[src/rtl/speed_limit_pkg.sv]
// Shared types and constants for the speed-limit arbiter.
// Defining SPEED_CLAMP_EN caps every latched target at CLAMP_MAX.
package speed_limit_pkg;

    typedef enum logic [1:0] {
        StIdle = 2'd0,
        StRamp = 2'd1,
        StHold = 2'd2
    } state_e;

    typedef enum logic [1:0] {
        SrcNone   = 2'd0,
        SrcDriver = 2'd1,
        SrcSign   = 2'd2,
        SrcEmerg  = 2'd3
    } source_e;

    localparam logic [7:0] CLAMP_MAX = 8'd130;

endpackage

[src/rtl/limit_ramp.sv]
// Next-value datapath for the applied limit: immediate decrease, rate-limited increase.
module limit_ramp #(
    parameter int unsigned STEP = 5
) (
    input  logic [7:0] cur,
    input  logic [7:0] target,
    output logic [7:0] next,
    output logic       done
);

    logic [8:0] sum;

    // 9-bit sum so a large step near 255 saturates at target instead of wrapping
    assign sum = {1'b0, cur} + 9'(STEP);

    always_comb begin
        if (target < cur) begin
            next = target;
        end else if (sum > {1'b0, target}) begin
            next = target;
        end else begin
            next = sum[7:0];
        end
    end

    assign done = (next == target);

endmodule

[src/rtl/speed_limit_arbiter.sv]
// Fixed-priority speed-limit arbiter with ramped increases and minimum grant hold.
// Optional build macro: SPEED_CLAMP_EN clamps latched targets to CLAMP_MAX.
module speed_limit_arbiter
    import speed_limit_pkg::*;
#(
    parameter int unsigned STEP          = 5,
    parameter int unsigned HOLD_CYCLES   = 8,
    parameter int unsigned DEFAULT_LIMIT = 60
) (
    input  logic       CLK,
    input  logic       rst,
    input  logic       driver_req,
    input  logic [7:0] driver_limit,
    input  logic       sign_req,
    input  logic [7:0] sign_limit,
    input  logic       emerg_req,
    input  logic [7:0] emerg_limit,
    output logic       driver_ack,
    output logic       sign_ack,
    output logic       emerg_ack,
    output logic [7:0] speed_limit,
    output logic       limit_valid,
    output logic [1:0] source,
    output logic       busy
);

    localparam int unsigned HoldW = (HOLD_CYCLES > 1) ? $clog2(HOLD_CYCLES) : 1;

    state_e             state_q, state_d;
    source_e            source_q, source_d;
    logic [7:0]         target_q, target_d;
    logic [7:0]         speed_q, speed_d;
    logic               valid_q, valid_d;
    logic [HoldW-1:0]   hold_q, hold_d;
    logic [2:0]         ack_q, ack_d;

    source_e            grant_src;
    logic [7:0]         grant_limit;
    logic [7:0]         grant_target;
    logic               grant;
    logic [7:0]         ramp_next;
    logic               ramp_done;

    limit_ramp #(
        .STEP (STEP)
    ) u_limit_ramp (
        .cur    (speed_q),
        .target (target_q),
        .next   (ramp_next),
        .done   (ramp_done)
    );

    always_comb begin
        grant_src   = SrcNone;
        grant_limit = 8'd0;
        if (emerg_req) begin
            grant_src   = SrcEmerg;
            grant_limit = emerg_limit;
        end else if (sign_req) begin
            grant_src   = SrcSign;
            grant_limit = sign_limit;
        end else if (driver_req) begin
            grant_src   = SrcDriver;
            grant_limit = driver_limit;
        end
`ifdef SPEED_CLAMP_EN
        grant_target = (grant_limit > CLAMP_MAX) ? CLAMP_MAX : grant_limit;
`else
        grant_target = grant_limit;
`endif
    end

    // Only an emergency may interrupt an active grant, and never another emergency
    assign grant = ((state_q == StIdle) && (grant_src != SrcNone)) ||
                   ((state_q != StIdle) && emerg_req && (source_q != SrcEmerg));

    always_comb begin
        state_d  = state_q;
        source_d = source_q;
        target_d = target_q;
        speed_d  = speed_q;
        valid_d  = valid_q;
        hold_d   = hold_q;
        ack_d    = 3'b000;

        case (state_q)
            StRamp: begin
                speed_d = ramp_next;
                if (ramp_done) begin
                    state_d = StHold;
                    hold_d  = HoldW'(HOLD_CYCLES - 1);
                    valid_d = 1'b1;
                end
            end
            StHold: begin
                if (hold_q == '0) begin
                    state_d = StIdle;
                end else begin
                    hold_d = hold_q - 1'b1;
                end
            end
            default: ;
        endcase

        if (grant) begin
            state_d  = StRamp;
            source_d = grant_src;
            target_d = grant_target;
            speed_d  = speed_q;
            valid_d  = 1'b0;
            case (grant_src)
                SrcDriver: ack_d = 3'b001;
                SrcSign:   ack_d = 3'b010;
                SrcEmerg:  ack_d = 3'b100;
                default:   ack_d = 3'b000;
            endcase
        end
    end

    always_ff @(posedge CLK or posedge rst) begin
        if (rst) begin
            state_q  <= StIdle;
            source_q <= SrcNone;
            target_q <= 8'(DEFAULT_LIMIT);
            speed_q  <= 8'(DEFAULT_LIMIT);
            valid_q  <= 1'b0;
            hold_q   <= '0;
            ack_q    <= 3'b000;
        end else begin
            state_q  <= state_d;
            source_q <= source_d;
            target_q <= target_d;
            speed_q  <= speed_d;
            valid_q  <= valid_d;
            hold_q   <= hold_d;
            ack_q    <= ack_d;
        end
    end

    assign driver_ack  = ack_q[0];
    assign sign_ack    = ack_q[1];
    assign emerg_ack   = ack_q[2];
    assign speed_limit = speed_q;
    assign limit_valid = valid_q;
    assign source      = source_q;
    assign busy        = (state_q != StIdle);

endmodule

[config.mk]
export PLATFORM = sky130hd
export DESIGN_NAME = speed_limit_arbiter
export DESIGN_NICKNAME = d
export VERILOG_FILES = /design/src/rtl/speed_limit_pkg.sv /design/src/rtl/limit_ramp.sv /design/src/rtl/speed_limit_arbiter.sv
export SDC_FILE = /design/constraint.sdc
export NUM_CORES = 1
export LEC_CHECK = 0
export CAP_MARGIN = 20
export CORE_MARGIN = 8
export CORE_UTILIZATION = 35
export DETAILED_ROUTE_END_ITERATION = 6
export GPL_ROUTABILITY_DRIVEN = 0
export PLACE_DENSITY_LB_ADDON = 0.2
export SYNTH_ARGS = -nofsm -noshare
export SYNTH_HDL_FRONTEND = slang
export SYNTH_SLANG_ARGS = --single-unit
[constraint.sdc]
create_clock -name CLK -period 3.3 [get_ports CLK]
set_input_delay 0.495 -clock CLK [delete_from_list [all_inputs] [get_ports CLK]]
set_output_delay 0.495 -clock CLK [all_outputs]
set_load 0.01 [all_outputs]
==> out/qor.csv, run 1 <==
metric,value,unit
Mapped Cells,251,
M1 GR Usage,16.0,%
dominant synthesized flop cell,dfrtp_1,
placed cells,361,
Mapped Area,0.00214,mm^2
sequential fraction of the synthesis area,32.0,%
largest net degree at the start of global routing,28,
Post-DRT Antenna Nets,0,
slew margin rel.,63.9,%
GRT busiest layer,met2,
Final Max Tran Viols,0,
CTS tree,done,
CP max FO,7,
DR iter-0 viols,97,
routing usage on met3,2.96,%
grt met2 use,18.6,%
clock slew at reported path FFs,110,ps
total CTS buffers,3,
worst path arrival time,3200,ps
overall routed net length,5.04,mm
"FF+latch count, synth",27,
Tcrit/Tclk final,91.8,%
DIE AREA,0.00888,mm^2
WL per Instance,13.6,um
RSZ-0062 raised after global routing,no,
DP Wirelength,4.05,mm
post-synth net total,299,
status,completed,
FMAX,330,MHz
leakage,1.14,nW
share of cells above drive strength 1,10.2,%
RR Startpoint,speed_limit[1],
Port Buffers,43,
die height,94.2,um
setup_tns,0,ps
worst skew pair latency,280,ps
post-layout min period,3030,ps
Antenna diodes,0,
hold_buf cts,0,
CP endpoint kind,flop,
path type of the worst min-delay path,input port to async pin,
starting density of the core,36.2,%
GRT Overall Usage,12.0,%
Critical Path RT,3470,ps
first-pass GRT wire length,8.76,mm
clock sink count,27,
number of flops mapped to enable cells by yosys,0,
Via density,5.06,
Synth top area share,22.2,%
P per Cell Area,958,mW/mm^2
"commonest non-fill, non-tap cells in the layout","clkdlybuf4s50_1 (43), inv_1 (23), nor2_1 (22)",
Netlist cell types,48,
Final Hold Violating Endpoints,0,
# setup viols final,0,
DIE WIDTH,94.2,um
Critical Path Start Type,flop,
DR DRC count,0,
Avg Inst Size Synth,8.53,um^2
detailed-route via count,1872,
Crit. Startpoint,speed_limit[1],
worst vdd ir,0.000301,V
"area leader, netlist",dfrtp_1,
Tightest Pin Transition,540,ps
synth warn,0,
Max Buffers Root-to-Sink,2,
Maximum Capacitance Violations,0,
"Remaining Overflow, GRT",0,
Area Overhead vs Synth,28.0,%
Core Region,0.00592,mm^2
Finished Layout Cells,370,
nets,344,
Final Skew,11.7,ps
initial antenna violation count,0,
Top Ports,44,
Crit Path Class,flop to flop,
row cnt,28,
DR pass1 iterations,4,
H-tree depth,1,
vias in the first global route,1868,
Async SR Flop Fraction,100,%
"commonest non-fill, non-tap cell in the layout",clkdlybuf4s50_1,
dominant cells by area after synthesis,"dfrtp_1 (22%), ha_1 (11%), dfstp_2 (9.8%)",
clock root buffer,clkbuf_8,
worst max-delay path: stages (launching register included):
cell and delay (ps):
dfrtp_1 470, ha_1 280, o2111ai_1 280, xnor2_1 160
ha_1 270, a211oi_1 270, o211ai_1 140, o2111ai_1 290
and3_4 300, buf_4 170, nor3_1 60, a211o_1 240
metal layers:
metal  up-vias  part of all wire, %
met5         -                    0
met4         0                 0.97
met3         2                  5.5
met2        42                   44
met1       847                   49
li1        981                    -
report_power, final:
group / internal (mW) / switching [mW]
clock network: 0.0859 / 0.116
logic: 0.866 / 0.881
registers: 0.495 / 0.182
logic make-up after synthesis:
family / share of synthesized area, %
AO/OA/AOI/OAI: 24.5
adder cells (fa/ha/maj): 11.1
flip-flops: 32.0
AND/OR/NAND/NOR: 15.0
XOR/XNOR: 6.78
buffers and inverters: 7.77
multiplexers: 2.81
synthesized netlist by cell type (6+ instances only):
master and number:
a21oi_1 19, a22oi_1 7, a31oi_1 8, clkbuf_1 7
dfrtp_1 19, dfstp_2 8, ha_1 19, inv_1 23
mux2i_1 6, nand2_1 21, nor2_1 22, o21ai_0 14
o22ai_1 7, xnor2_1 13
metrics by stage:
stage / instance area [um^2] / utilization (%) / hold slack, ps / power, mW / setup WS [ps]
final: 2740 / 46.3 / 423 / 2.63 / 270
after global routing: 2740 / 46.3 / 435 / 2.89 / 45.4
after CTS: 2680 / 45.3 / 525 / 2.54 / 157
after detailed placement: 2630 / 44.5 / 511 / 2.33 / 180
after global placement: 2630 / 44.5 / 496 / 2.33 / 258
after floorplan: 2140 / - / 474 / 1.92 / 256
flip-flops by register name, indices dropped and copies added, names as in the netlist:
signal and cells:
target_q 8, source 2, limit_valid 1, state_q 2, speed_limit 8, hold_q 3, ack_q 3
worst paths after layout:
path,slack (ps),endpoint,depth (start not counted)
max,270,speed_limit[0],11
max reg2reg,270,speed_limit[0],11
min reg2reg,520,target_q[5],2
min,420,ack_q[1],2
min in group CLK,520,target_q[5],2
max in group asynchronous,2390,speed_limit[2],3
final cells by class:
class	instances	area [um^2]
fillers	586	3180
inverters	24	90.1
clock buffers	3	41.3
well taps	75	93.8
clock inverters	1	7.51
repair buffers	54	533
flip-flops and latches	27	686
multi-input cells	186	1290
what timing repair did:
action | in CTS | in global routing
resized for setup | 0 | 1
endpoints found under the setup margin | 0 | 5
buffers inserted | 0 | 4
Note: power is estimated with default switching activity, not from simulation.
==> inputs of run 2 (changes only) <==
--- a/config.mk
+++ b/config.mk
@@ -6,6 +6,7 @@
 export NUM_CORES = 1
 export LEC_CHECK = 0
 export CAP_MARGIN = 20
+export CORE_ASPECT_RATIO = 0.5
 export CORE_MARGIN = 8
 export CORE_UTILIZATION = 35
 export DETAILED_ROUTE_END_ITERATION = 6
==> out/qor.csv, run 2 (synthesis results as in run 1) <==
metric,value,unit,change
Final Skew,3.39,ps,-8.32 ps
Sequential Area,686,um^2,unchanged
row cnt,20,,-29%
clock group share of total power,10.4,%,+2.7 points
worst path arrival time,3170,ps,-30 ps
crit-path cells,ha_2 -> o2111ai_2 -> xnor2_1 -> ha_1 -> a211oi_1 -> o211ai_1 -> o2111ai_1 -> and3_4 -> buf_4 -> mux2i_1 -> o21ai_0,,
status,completed,,
Final Max Tran Viols,0,,unchanged
Design Power,2.69,mW,+2.3%
Critical Path Start Type,flop,,
Gate power share,63.9,%,-2.6 points
DR DRC count,0,,unchanged
"Remaining Overflow, GRT",0,,unchanged
Maximum Capacitance Violations,0,,unchanged
DIE AREA,0.00903,mm^2,+1.7%
Tightest Pin Transition,596,ps,+55.9 ps
Core Region,0.00598,mm^2,+1.0%
Area Overhead vs Synth,28.9,%,
starting density of the core,35.8,%,-0.36 points
clock slew at reported path FFs,70,ps,-40 ps
Antenna diodes,0,,unchanged
worst skew pair latency,260,ps,-20 ps
switching share of power,45.1,%,+0.25 points
FMAX,327,MHz,-0.95%
Top Ports,44,,unchanged
RSZ-0062 raised after global routing,no,,
detailed-route via count,1937,,+3.5%
DIE WIDTH,127,um,+34%
initial antenna violation count,0,,unchanged
nets,341,,-0.87%
worst vdd ir,0.000270,V,-10%
DP Wirelength,4.53,mm,+12%
Via density,5.25,,+3.8%
critical path's top delay family,compound AO/OA/AOI/OAI gates,,
fin util,46.2,%,-0.13 points
DR pass1 iterations,4,,unchanged
CP endpoint kind,flop,,
first-pass GRT wire length,9.51,mm,+8.6%
share of cells above drive strength 1,9.93,%,-0.24 points
"Setup Fix Bufs, Post-CTS",0,,unchanged
largest net degree at the start of global routing,26,,-7.1%
Final Hold Violating Endpoints,0,,unchanged
die height,71.3,um,-24%
P per Cell Area,973,mW/mm^2,+1.6%
clock sink count,27,,unchanged
H-tree depth,1,,unchanged
Tcrit/Tclk final,92.7,%,+0.89 points
slowest cell on the critical path,dfrtp_1,,
Port Buffers,43,,unchanged
GRT Overall Usage,12.7,%,+0.64 points
Post-DRT Antenna Nets,0,,unchanged
"commonest non-fill, non-tap cell in the layout",clkdlybuf4s50_1,,
CP max FO,9,,+2
Finished Layout Cells,369,,-0.27%
overall routed net length,5.75,mm,+14%
leakage,1.15,nW,about the same
Max Buffers Root-to-Sink,2,,unchanged
Seq pwr share,25.6,%,-0.2 points
vias in the first global route,1954,,+4.6%
total CTS buffers,3,,unchanged
CTS tree,done,,
path type of the worst min-delay path,input port to async pin,,
post-layout min period,3060,ps,+29.2 ps
# setup viols final,0,,unchanged
setup_tns,0,ps,unchanged
# fillers,573,,-2.2%
Critical Path RT,3410,ps,-60 ps
CP max stage delay,480,ps,about the same
DR iter-0 viols,51,,-47%
Bufs and invs on worst path,1,,unchanged
switching power,1.21,mW,+2.9%
"commonest non-fill, non-tap cells in the layout","clkdlybuf4s50_1 (43), inv_1 (23), nor2_1 (22)",,
placed cells,364,,+0.83%
clock root buffer,clkbuf_16,,
multi-input logic area,0.00130,mm^2,+0.68%
slew margin rel.,60.2,%,-3.7 points
WL per Instance,15.6,um,+14%
Pint,1.47,mW,+1.8%
Crit Path Class,flop to flop,,
==> run 2: power groups by stage <==
stage / clock network, mW / registers (mW) / logic [mW]
finish: 0.280 / 0.689 / 1.72
global route: 0.300 / 0.714 / 1.92
CTS: 0.288 / 0.683 / 1.71
detailed placement: 0 / 0.687 / 1.70
global placement: 0 / 0.685 / 1.66
floorplan: 0 / 0.631 / 1.28
==> run 2: worst register-to-register path: stages, from the launching register on <==
cell and delay [ps]:
dfrtp_1 480, ha_2 290, o2111ai_2 160, xnor2_1 170, ha_1 310, a211oi_1 260, o211ai_1 130, o2111ai_1 310
and3_4 330, buf_4 180, mux2i_1 190, o21ai_0 100
==> run 2: final timing paths <==
kind | startpoint | to | slack (ps) | cells after the start
max | speed_limit[1] | speed_limit[1] | 240 | 11
min | rst | source[0] | 440 | 2
max reg2reg | speed_limit[1] | speed_limit[1] | 240 | 11
min reg2reg | target_q[5] | target_q[5] | 510 | 2
max in group asynchronous | rst | target_q[4] | 2260 | 4
min in group CLK | target_q[5] | target_q[5] | 510 | 2
==> run 2: stage by stage <==
step           cell area [um^2]  hold slack, ps  worst slack, ps
3_3_place_gp               2640             497              293
5_1_grt                    2760             452             31.1
6_report                   2760             437              241
3_5_place_dp               2640             498              189
4_1_cts                    2720             511              175
2_1_floorplan              2140             474              256
==> run 2: final cells by class <==
class                   instances  area share, %
clock buffers                   3           2.72
well taps                      77           3.49
clock inverters                 1          0.181
repair buffers                 51           18.5
multi-input cells             186           47.0
inverters                      24           3.26
flip-flops and latches         27           24.8
==> run 2: timing repair <==
item	in CTS	in global routing
endpoints found under the setup margin	0	5
endpoints found under the hold margin	0	0
gates resized for setup	0	3
hold buffers	0	0
==> run 2: per-layer routing <==
metal	GRT usage [%]	share of wire (%)	up-vias	routed length, um
met2	22.9	47	48	2700
met3	2.81	5.1	7	294
li1	-	-	972	-
met1	15.2	47	910	2700
met4	2.77	1.0	0	59
met5	0	0	-	0
